## config.mk

```make
export PLATFORM = sky130hd
export DESIGN_NAME = arbiter_rr
export DESIGN_NICKNAME = d
export VERILOG_FILES = /design/src/rtl/arbiter_pkg.sv /design/src/rtl/arbiter_rr_pick.sv /design/src/rtl/arbiter_rr.sv
export SDC_FILE = /design/constraint.sdc
export NUM_CORES = 1
export LEC_CHECK = 0
export ABC_AREA = 1
export CAP_MARGIN = 20
export CELL_PAD_IN_SITES_DETAIL_PLACEMENT = 2
export CELL_PAD_IN_SITES_GLOBAL_PLACEMENT = 2
export CORE_MARGIN = 8
export CORE_UTILIZATION = 14
export DETAILED_ROUTE_END_ITERATION = 10
export PLACE_DENSITY = 0.81
export REMOVE_ABC_BUFFERS = 1
export SYNTH_ARGS = -nofsm -noshare
export SYNTH_HDL_FRONTEND = slang
export SYNTH_HIERARCHICAL = 1
export SYNTH_SLANG_ARGS = --single-unit
```

## constraint.sdc

```tcl
create_clock -name clk -period 3.17 [get_ports clk]
set_input_delay 0.634 -clock clk [delete_from_list [all_inputs] [get_ports clk]]
set_output_delay 0.634 -clock clk [all_outputs]
set_load 0.02 [all_outputs]
```

## src/rtl/arbiter_pkg.sv

```systemverilog
// Shared definitions for the round-robin arbiter: index width, eot bit position, FSM states.
package arbiter_pkg;

  typedef enum logic {
    IDLE   = 1'b0,
    LOCKED = 1'b1
  } arb_state_e;

  // Index width for n requesters; a single-bit index is kept even for n <= 2.
  function automatic int idx_width(input int n);
    return (n <= 2) ? 1 : $clog2(n);
  endfunction

  // The end-of-transaction flag rides in the top bit of each data beat.
  function automatic int eot_bit(input int din);
    return din - 1;
  endfunction

endpackage

```

## src/rtl/arbiter_rr_pick.sv

```systemverilog
// Rotating-priority find-first: returns the first set request at or after ptr, wrapping at NUM_IN.
module rr_pick
  import arbiter_pkg::*;
#(
  parameter int  NUM_IN = 4,
  localparam int IDX_W  = idx_width(NUM_IN)
) (
  input  logic [NUM_IN-1:0] req,
  input  logic [IDX_W-1:0]  ptr,
  output logic [IDX_W-1:0]  gnt_idx,
  output logic              any
);

  localparam logic [IDX_W:0] NUM_W = (IDX_W+1)'(NUM_IN);

  logic [NUM_IN-1:0] rot;
  logic [IDX_W-1:0]  off;
  logic              found;
  logic [IDX_W:0]    sum;

  // Rotate so that requester ptr lands at bit 0, then take the lowest set bit.
  always_comb begin
    rot   = NUM_IN'({req, req} >> ptr);
    off   = '0;
    found = 1'b0;
    for (int i = 0; i < NUM_IN; i++) begin
      if (!found && rot[i]) begin
        off   = IDX_W'(i);
        found = 1'b1;
      end
    end
    sum     = {1'b0, ptr} + {1'b0, off};
    gnt_idx = (sum >= NUM_W) ? IDX_W'(sum - NUM_W) : sum[IDX_W-1:0];
    any     = |req;
  end

endmodule

```

## src/rtl/arbiter_rr.sv

```systemverilog
// N-input round-robin arbiter onto one valid/ready channel, with optional per-transaction lock.
//
//   state  | meaning
//   IDLE   | no owner; grant follows the rotating-priority pick
//   LOCKED | lock_idx owns the channel (stalled beat or open transaction)
module arbiter_rr
  import arbiter_pkg::*;
#(
  parameter int  NUM_IN   = 4,
  parameter int  DIN      = 16,
  parameter int  LOCK_EOT = 1,
  localparam int IDX_W    = idx_width(NUM_IN)
) (
  input  logic                  clk,
  input  logic                  rst,
  input  logic [NUM_IN-1:0]     din_valid,
  output logic [NUM_IN-1:0]     din_ready,
  input  logic [NUM_IN*DIN-1:0] din_data,
  output logic                  dout_valid,
  input  logic                  dout_ready,
  output logic [DIN-1:0]        dout_data,
  output logic [IDX_W-1:0]      dout_idx
);

  localparam int             EOT_BIT = eot_bit(DIN);
  localparam logic [IDX_W:0] NUM_W   = (IDX_W+1)'(NUM_IN);

  arb_state_e       state, state_nxt;
  logic [IDX_W-1:0] rr_ptr, rr_ptr_nxt;
  logic [IDX_W-1:0] lock_idx, lock_idx_nxt;
  logic [IDX_W-1:0] pick_idx, grant;
  logic             pick_any, xfer, eot, release_now;

  // Priority moves to the requester just after the one that finished, wrapping at NUM_IN.
  function automatic logic [IDX_W-1:0] wrap_inc(input logic [IDX_W-1:0] i);
    logic [IDX_W:0] s;
    s = {1'b0, i} + (IDX_W+1)'(1);
    return (s == NUM_W) ? '0 : s[IDX_W-1:0];
  endfunction

  rr_pick #(.NUM_IN(NUM_IN)) u_pick (
    .req     (din_valid),
    .ptr     (rr_ptr),
    .gnt_idx (pick_idx),
    .any     (pick_any)
  );

  // Zero-latency datapath: grant select, output mux and ready steering.
  always_comb begin
    grant      = (state == LOCKED) ? lock_idx : pick_idx;
    dout_valid = 1'b0;
    if (!rst) begin
      dout_valid = (state == LOCKED) ? din_valid[lock_idx] : pick_any;
    end
    dout_idx         = grant;
    dout_data        = din_data[grant*DIN +: DIN];
    din_ready        = '0;
    din_ready[grant] = dout_ready & dout_valid;
  end

  // Next-state: lock on a stall or an open transaction, release and rotate on the closing beat.
  always_comb begin
    state_nxt    = state;
    rr_ptr_nxt   = rr_ptr;
    lock_idx_nxt = lock_idx;
    xfer         = dout_valid & dout_ready;
    eot          = dout_data[EOT_BIT];
    release_now  = xfer & ((LOCK_EOT == 0) | eot);
    case (state)
      IDLE: begin
        if (release_now) begin
          rr_ptr_nxt = wrap_inc(grant);
        end else if (dout_valid) begin
          state_nxt    = LOCKED;
          lock_idx_nxt = grant;
        end
      end
      LOCKED: begin
        if (release_now) begin
          state_nxt  = IDLE;
          rr_ptr_nxt = wrap_inc(lock_idx);
        end
      end
      default: state_nxt = IDLE;
    endcase
  end

  // State registers with asynchronous reset.
  always_ff @(posedge clk or posedge rst) begin
    if (rst) begin
      state    <= IDLE;
      rr_ptr   <= '0;
      lock_idx <= '0;
    end else begin
      state    <= state_nxt;
      rr_ptr   <= rr_ptr_nxt;
      lock_idx <= lock_idx_nxt;
    end
  end

endmodule

```

==> flow_summary.yaml, run 1 <==
synthesis:
  synth_compound_gate_area_share_pct: 26.8
  ys_warn_count: 6
  ys_ff_latch: 5
  yosys.area_share.simple_pct: 41.6
  synth_mux_area_share_pct: 0
  asyncSetResetFlopFracSynth_pct: 100
  syn_inst: 200
  synth_edf_count: 0
  synthFlopType: "dfrtp_1"
  synth_top_family_by_area: "simple AND/OR/NAND/NOR gates"
  synthXorXnorAreaFrac_pct: 0.789
  synthAdderAreaFrac_pct: 6.76
  yosysSeqAreaShare_pct: 11.3
  netlist_area_mm2: 0.00111
  avgSynthCellArea_um2: 5.55
  synth.distinct_cells: 27
cts:
  clk_transition_reported_paths_ns: 0.04
  cts.path.max_buffers: 2
  root_buffer: "clkbuf_8"
  cts_tree: "built"
  cts.sinks: 5
  cts_buffers: 3
  htree_levels: 1
  hold_buffers: 0
  clock_latency_ns: 0.23
power_and_ir_drop:
  powerDensity_mw_per_mm2: 1280
  leakagePower_uw: 0.00125
  vdd_drop_max_mv: 0.612
grt:
  use_met2_pct: 25.0
  grt_busiest_layer: "met2"
  grt_start_max_net_pins: 23
  grt_use_total_pct: 13.5
  antenna_found_initial: 0
  gr-usage-met1_pct: 13.7
  first_global_vias: 2335
  globalRoute.totalOverflow: 0
  grt_first_pass_wirelength_um: 12200
  use_met3_pct: 6.63
sta:
  slew_headroom_pct: 73.8
  hold_viol: 0
  slew_viol_final: 0
  setup_viol: 19
  finalClockSkew_ns: 0.00256
  setup_slack_ns: -0.0905
  tightestPinTransition_ns: 0.393
  fin_crit_sh_pct: 103
  rsz0062_at_grt: "yes"
  max_freq_mhz: 307
  min_period_ns: 3.26
  fin_setup_tns_ns: -0.953
layout:
  final_core_util_pct: 36.6
  area_growth_pct: 153
  n_antenna_cell: 0
  layout_common_cells: "clkdlybuf4s50_1, buf_4, nor2_1"
  drive_above_1_share_pct: 44.3
  layout_commonest_cell: "clkdlybuf4s50_1"
  fillers: 921
  fin_nets: 405
route:
  drtAntennaViolNets: 0
  drt_iter0_markers: 18
  viasPerCell: 4.46
  wirelength_um: 7530
  drc_errors: 0
  via_count: 1913
  route.detailed.wl_per_inst_um: 17.5
  dr.pass1.iters: 4
floorplan:
  die-area_mm2: 0.0110
  initial_utilization_pct: 14.4
  dieWidth_um: 105
  rows: 32
  die_h_um: 105
  core_area_mm2: 0.00769
  top_level_ports: 94
critical_path:
  critPathLaunchType: "input pin"
  crit_start: "din_valid[0]"
  worstPathArrival_ns: 2.63
  endpoint_kind: "output pin"
  worstPathMaxFanout: 4
  r2r_start: "rr_ptr[0]$_DFFE_PP0P_"
  critPathKind: "input pin to output pin"
  worstPathRequired_ns: 2.54
placement:
  portBuffers: 93
  hpwl_um: 5630
  gp_congestion: 0.705
job:
  cap_viol_max_count: 0
worst_hold_path:
  min_from: "lock_idx[1]$_DFFE_PP0P_"
  hold_class: "register to register"
status:
  violations: "negative setup slack"
  outcome: "finished with violations"
cells in the mapped netlist (2+ instances only):
| master | n | area (um^2) |
|---|---|---|
| nand3_1 | 17 | 85.1 |
| ha_1 | 6 | 75.1 |
| buf_2 | 6 | 30.0 |
| nor2_1 | 36 | 135 |
| nand2_1 | 42 | 158 |
| nand2_4 | 2 | 22.5 |
| dfrtp_1 | 5 | 125 |
| o21ai_1 | 3 | 15.0 |
| nand2_2 | 6 | 37.5 |
| inv_1 | 15 | 56.3 |
| o22ai_1 | 15 | 93.8 |
| inv_2 | 5 | 18.8 |
| o21ai_0 | 28 | 140 |
routing by layer:
layer  part of all wire [%]  vias up
li1                       -      920
met1                     37      909
met2                     52       78
met3                     11        6
met4                   0.80        0
met5                      0        -
path summary, 6_finish.rpt:
check	endpoint	slack (ns)	cells after the start
max in group asynchronous	rr_ptr[1]$_DFFE_PP0P_	2.30	2
max reg2reg	lock_idx[0]$_DFFE_PP0P_	0.40	21
max	dout_data[14]	-0.09	17
min reg2reg	lock_idx[1]$_DFFE_PP0P_	0.61	2
min	lock_idx[1]$_DFFE_PP0P_	0.61	2
min in group asynchronous	lock_idx[1]$_DFFE_PP0P_	0.68	2
critical path, cell delays in order:
cell	delay [ns]
buf_2	0.13
nand2_4	0.08
nand3_2	0.08
nand2_2	0.10
nand3_2	0.07
a21boi_2	0.13
ha_2	0.20
xor2_2	0.16
inv_1	0.07
nand3_2	0.08
nand2_4	0.07
o21ai_4	0.17
buf_6	0.16
buf_16	0.12
o21ai_2	0.05
o22ai_1	0.13
buf_4	0.17
area by class of cell:
class,instances,area [um^2],share of cell area [%]
Sequential cell,5,128,4.54
Clock buffer,4,45.0,1.60
Inverter,22,91.3,3.25
Tap cell,102,128,4.54
Timing Repair Buffer,130,1270,45.1
Multi-Input combinational cell,166,1150,40.9
flip-flops by register name, summed over array words and instances (netlist names):
name,flops
lock_idx,2
rr_ptr,2
state,1
cells by family (layout without fill, tap and decap cells):
| group | after synthesis | after routing |
|---|---|---|
| flops | 5 | 5 |
| fa+ha+maj | 6 | 6 |
| simple gates | 106 | 106 |
| compound gates | 51 | 53 |
| xor+xnor | 1 | 1 |
| buf+inv | 31 | 156 |
timing repair:
| action | CTS | global route |
|---|---|---|
| setup endpoints to repair | 26 | 21 |
| pin swaps | 37 | 20 |
| setup buffers | 10 | 3 |
| cloned | 5 | 0 |
| gates resized for setup | 221 | 16 |
per-stage QoR:
step	hold WS [ns]	total power, uW	cell area, um^2	instances	worst slack [ns]
after floorplan	0.413	1350	1060	191	0.109
after global placement	0.538	2590	2340	409	-0.995
after detailed placement	0.609	2680	2340	409	-1.15
after CTS	0.617	3600	2790	428	-0.123
after global routing	0.633	3870	2810	429	-0.238
final	0.613	3590	2810	429	-0.0905
power breakdown:
| part | total (uW) | switching (uW) | internal, uW | leakage [uW] |
|---|---|---|---|---|
| clock | 123 | 36.1 | 86.7 | 0.0000228 |
| sequential | 152 | 56.4 | 95.1 | 0.0000588 |
| combinational | 3320 | 1790 | 1530 | 0.00117 |
Power figures use the tool's default switching activity.
==> inputs of run 2 (changes only) <==
--- a/config.mk
+++ b/config.mk
@@ -14,6 +14,7 @@
 export DETAILED_ROUTE_END_ITERATION = 10
 export PLACE_DENSITY = 0.81
 export REMOVE_ABC_BUFFERS = 1
+export SETUP_SLACK_MARGIN = 0.2
 export SYNTH_ARGS = -nofsm -noshare
 export SYNTH_HDL_FRONTEND = slang
 export SYNTH_HIERARCHICAL = 1
==> flow_summary.yaml, run 2 (synthesized netlist as in run 1, its figures left out) <==
sta:
  max_freq_mhz: 307
  tightestPinTransition_ns: 0.404
  setup_viol: 18
  setup_slack_ns: -0.0869
  slew_viol_final: 0
  slew_headroom_pct: 73.1
  rsz0062_at_grt: "yes"
  fin_crit_sh_pct: 103
  min_period_ns: 3.26
  hold_viol: 0
  finalClockSkew_ns: 0.00360
floorplan:
  dieWidth_um: 105
  core_area_mm2: 0.00769
  die-area_mm2: 0.0110
  rows: 32
  die_h_um: 105
  top_level_ports: 94
  initial_utilization_pct: 14.4
critical_path:
  worstPathMaxFanout: 4
  timing.rr.end: "lock_idx[0]$_DFFE_PP0P_"
  slowest_stage: "ha_2"
  critPathLaunchType: "input pin"
  worstPathArrival_ns: 2.62
  r2r_setup_slack_ns: 0.35
  r2r_cells: 21
  critPathKind: "input pin to output pin"
  max_stage_delay_ns: 0.20
  endpoint_kind: "output pin"
  crit_top_cell: "nand3_2"
  critPathTopFamily: "buffers and inverters"
  worstPathRequired_ns: 2.54
  path_buf_inv: 5
  r2r_start: "rr_ptr[0]$_DFFE_PP0P_"
  worstPathCellList: "buf_2, nand2_4, nand3_2, nand2_2, nand3_2, a21boi_2, ha_2, xor2_2, inv_1, nand3_2, nand2_4, o21ai_4, buf_6, buf_16, o21ai_2, o22ai_1, buf_4"
grt:
  antenna_found_initial: 0
  grt_use_total_pct: 13.5
  grt_first_pass_wirelength_um: 12200
  globalRoute.totalOverflow: 0
  grt_start_max_net_pins: 23
  first_global_vias: 2335
cts:
  clock_latency_ns: 0.23
  cts_tree: "built"
  cts.path.max_buffers: 2
  root_buffer: "clkbuf_8"
  htree_levels: 1
  cts.sinks: 5
  hold_buffers: 0
  clk_transition_reported_paths_ns: 0.04
  cts_buffers: 3
worst_hold_path:
  min_from: "lock_idx[1]$_DFFE_PP0P_"
  hold_class: "register to register"
  hold_path_depth: 2
  min_to: "lock_idx[1]$_DFFE_PP0P_"
layout:
  n_antenna_cell: 0
  fin_nets: 406
  layout_common_cells: "clkdlybuf4s50_1, buf_4, nor2_1"
  fillers: 909
  top_regs: "lock_idx x2, rr_ptr x2, state x1"
  area_growth_pct: 159
  drive_above_1_share_pct: 43.9
  layout_commonest_cell: "clkdlybuf4s50_1"
  final_core_util_pct: 37.3
  multi_input_area_mm2: 0.00117
  register_area_um2: 128
route:
  via_count: 1918
  drtAntennaViolNets: 0
  route.detailed.wl_per_inst_um: 17.4
  wirelength_um: 7500
  viasPerCell: 4.46
  drc_errors: 0
  dr.pass1.iters: 4
  drt_iter0_markers: 13
status:
  outcome: "finished with violations"
  violations: "negative setup slack"
placement:
  portBuffers: 93
  gp_congestion: 0.705
  hpwl_um: 5630
job:
  cap_viol_max_count: 0
power_and_ir_drop:
  leakagePower_uw: 0.00129
  powerDensity_mw_per_mm2: 1290
  finalPower_uw: 3710
  vdd_drop_max_mv: 0.613
## run 2: changes by cell type in the layout (fill, tap and decap cells not counted), sizes merged
cell	before	now
dlygate4sd2	1	0
buf	61	63
clkdlybuf4s50	67	66
dlymetal6s2s	0	1
## run 2: area by class of cell
type | instances | area share [%]
multi-input cells | 166 | 40.6
repair buffers | 131 | 45.7
well taps | 102 | 4.45
flip-flops and latches | 5 | 4.45
inverters | 22 | 3.18
clock buffers | 4 | 1.57
## run 2: per-layer routing
metal  wire, um  GRT usage [%]
met5          0              0
met4         40           1.83
met3        839           6.63
met2       3820           25.0
met1       2800           13.7
## run 2: power by group
part | leakage, uW | internal [uW] | total (uW) | switching [uW]
Combinational | 0.00120 | 1610 | 3430 | 1820
Sequential | 0.0000588 | 95.1 | 151 | 56.3
Clock | 0.0000228 | 86.8 | 124 | 37.4
Total | 0.00129 | 1790 | 3710 | 1910
## run 2: worst max path at each step
stage	depth (start not counted)	end	from
4_1_cts	17	dout_data[13]	rr_ptr[0]$_DFFE_PP0P_
3_3_place_gp	14	dout_data[1]	din_valid[0]
2_1_floorplan	14	din_ready[1]	din_valid[1]
3_5_place_dp	14	dout_data[3]	din_valid[2]
5_1_grt	18	din_ready[1]	rr_ptr[0]$_DFFE_PP0P_
6_report	17	dout_data[14]	din_valid[0]
## run 2: what timing repair did
action,4_1_cts,5_1_grt
setup buffers,10,2
gates cloned,5,0
setup endpoints to repair,28,25
resized for setup,225,16
pin swaps,37,25
## run 2: per-stage QoR
stage,instances,setup TNS [ns],worst slack (ns),area [um^2],hold slack (ns)
floorplan,191,0,0.109,1060,0.413
global placement,409,-18.89,-0.995,2340,0.538
detailed placement,409,-23.45,-1.15,2340,0.609
CTS,428,-1.91,-0.123,2790,0.617
global route,430,-4.13,-0.238,2870,0.633
finish,430,-1.04,-0.0869,2870,0.614
## run 2: worst reg2reg max path: stages, from the launching register on
cell      delay, ns
dfrtp_2        0.45
inv_4          0.08
nand2_4        0.08
nand3_2        0.08
nand2_2        0.08
nand3_2        0.07
a21boi_2       0.13
ha_2           0.20
xor2_2         0.16
buf_4          0.14
nand2_4        0.04
nand2_4        0.08
o21ai_4        0.07
buf_6          0.12
buf_12         0.14
nand3_2        0.06
nand2_2        0.06
buf_4          0.13
buf_4          0.12
o21bai_1       0.26
nand2_1        0.10
nand2_1        0.08
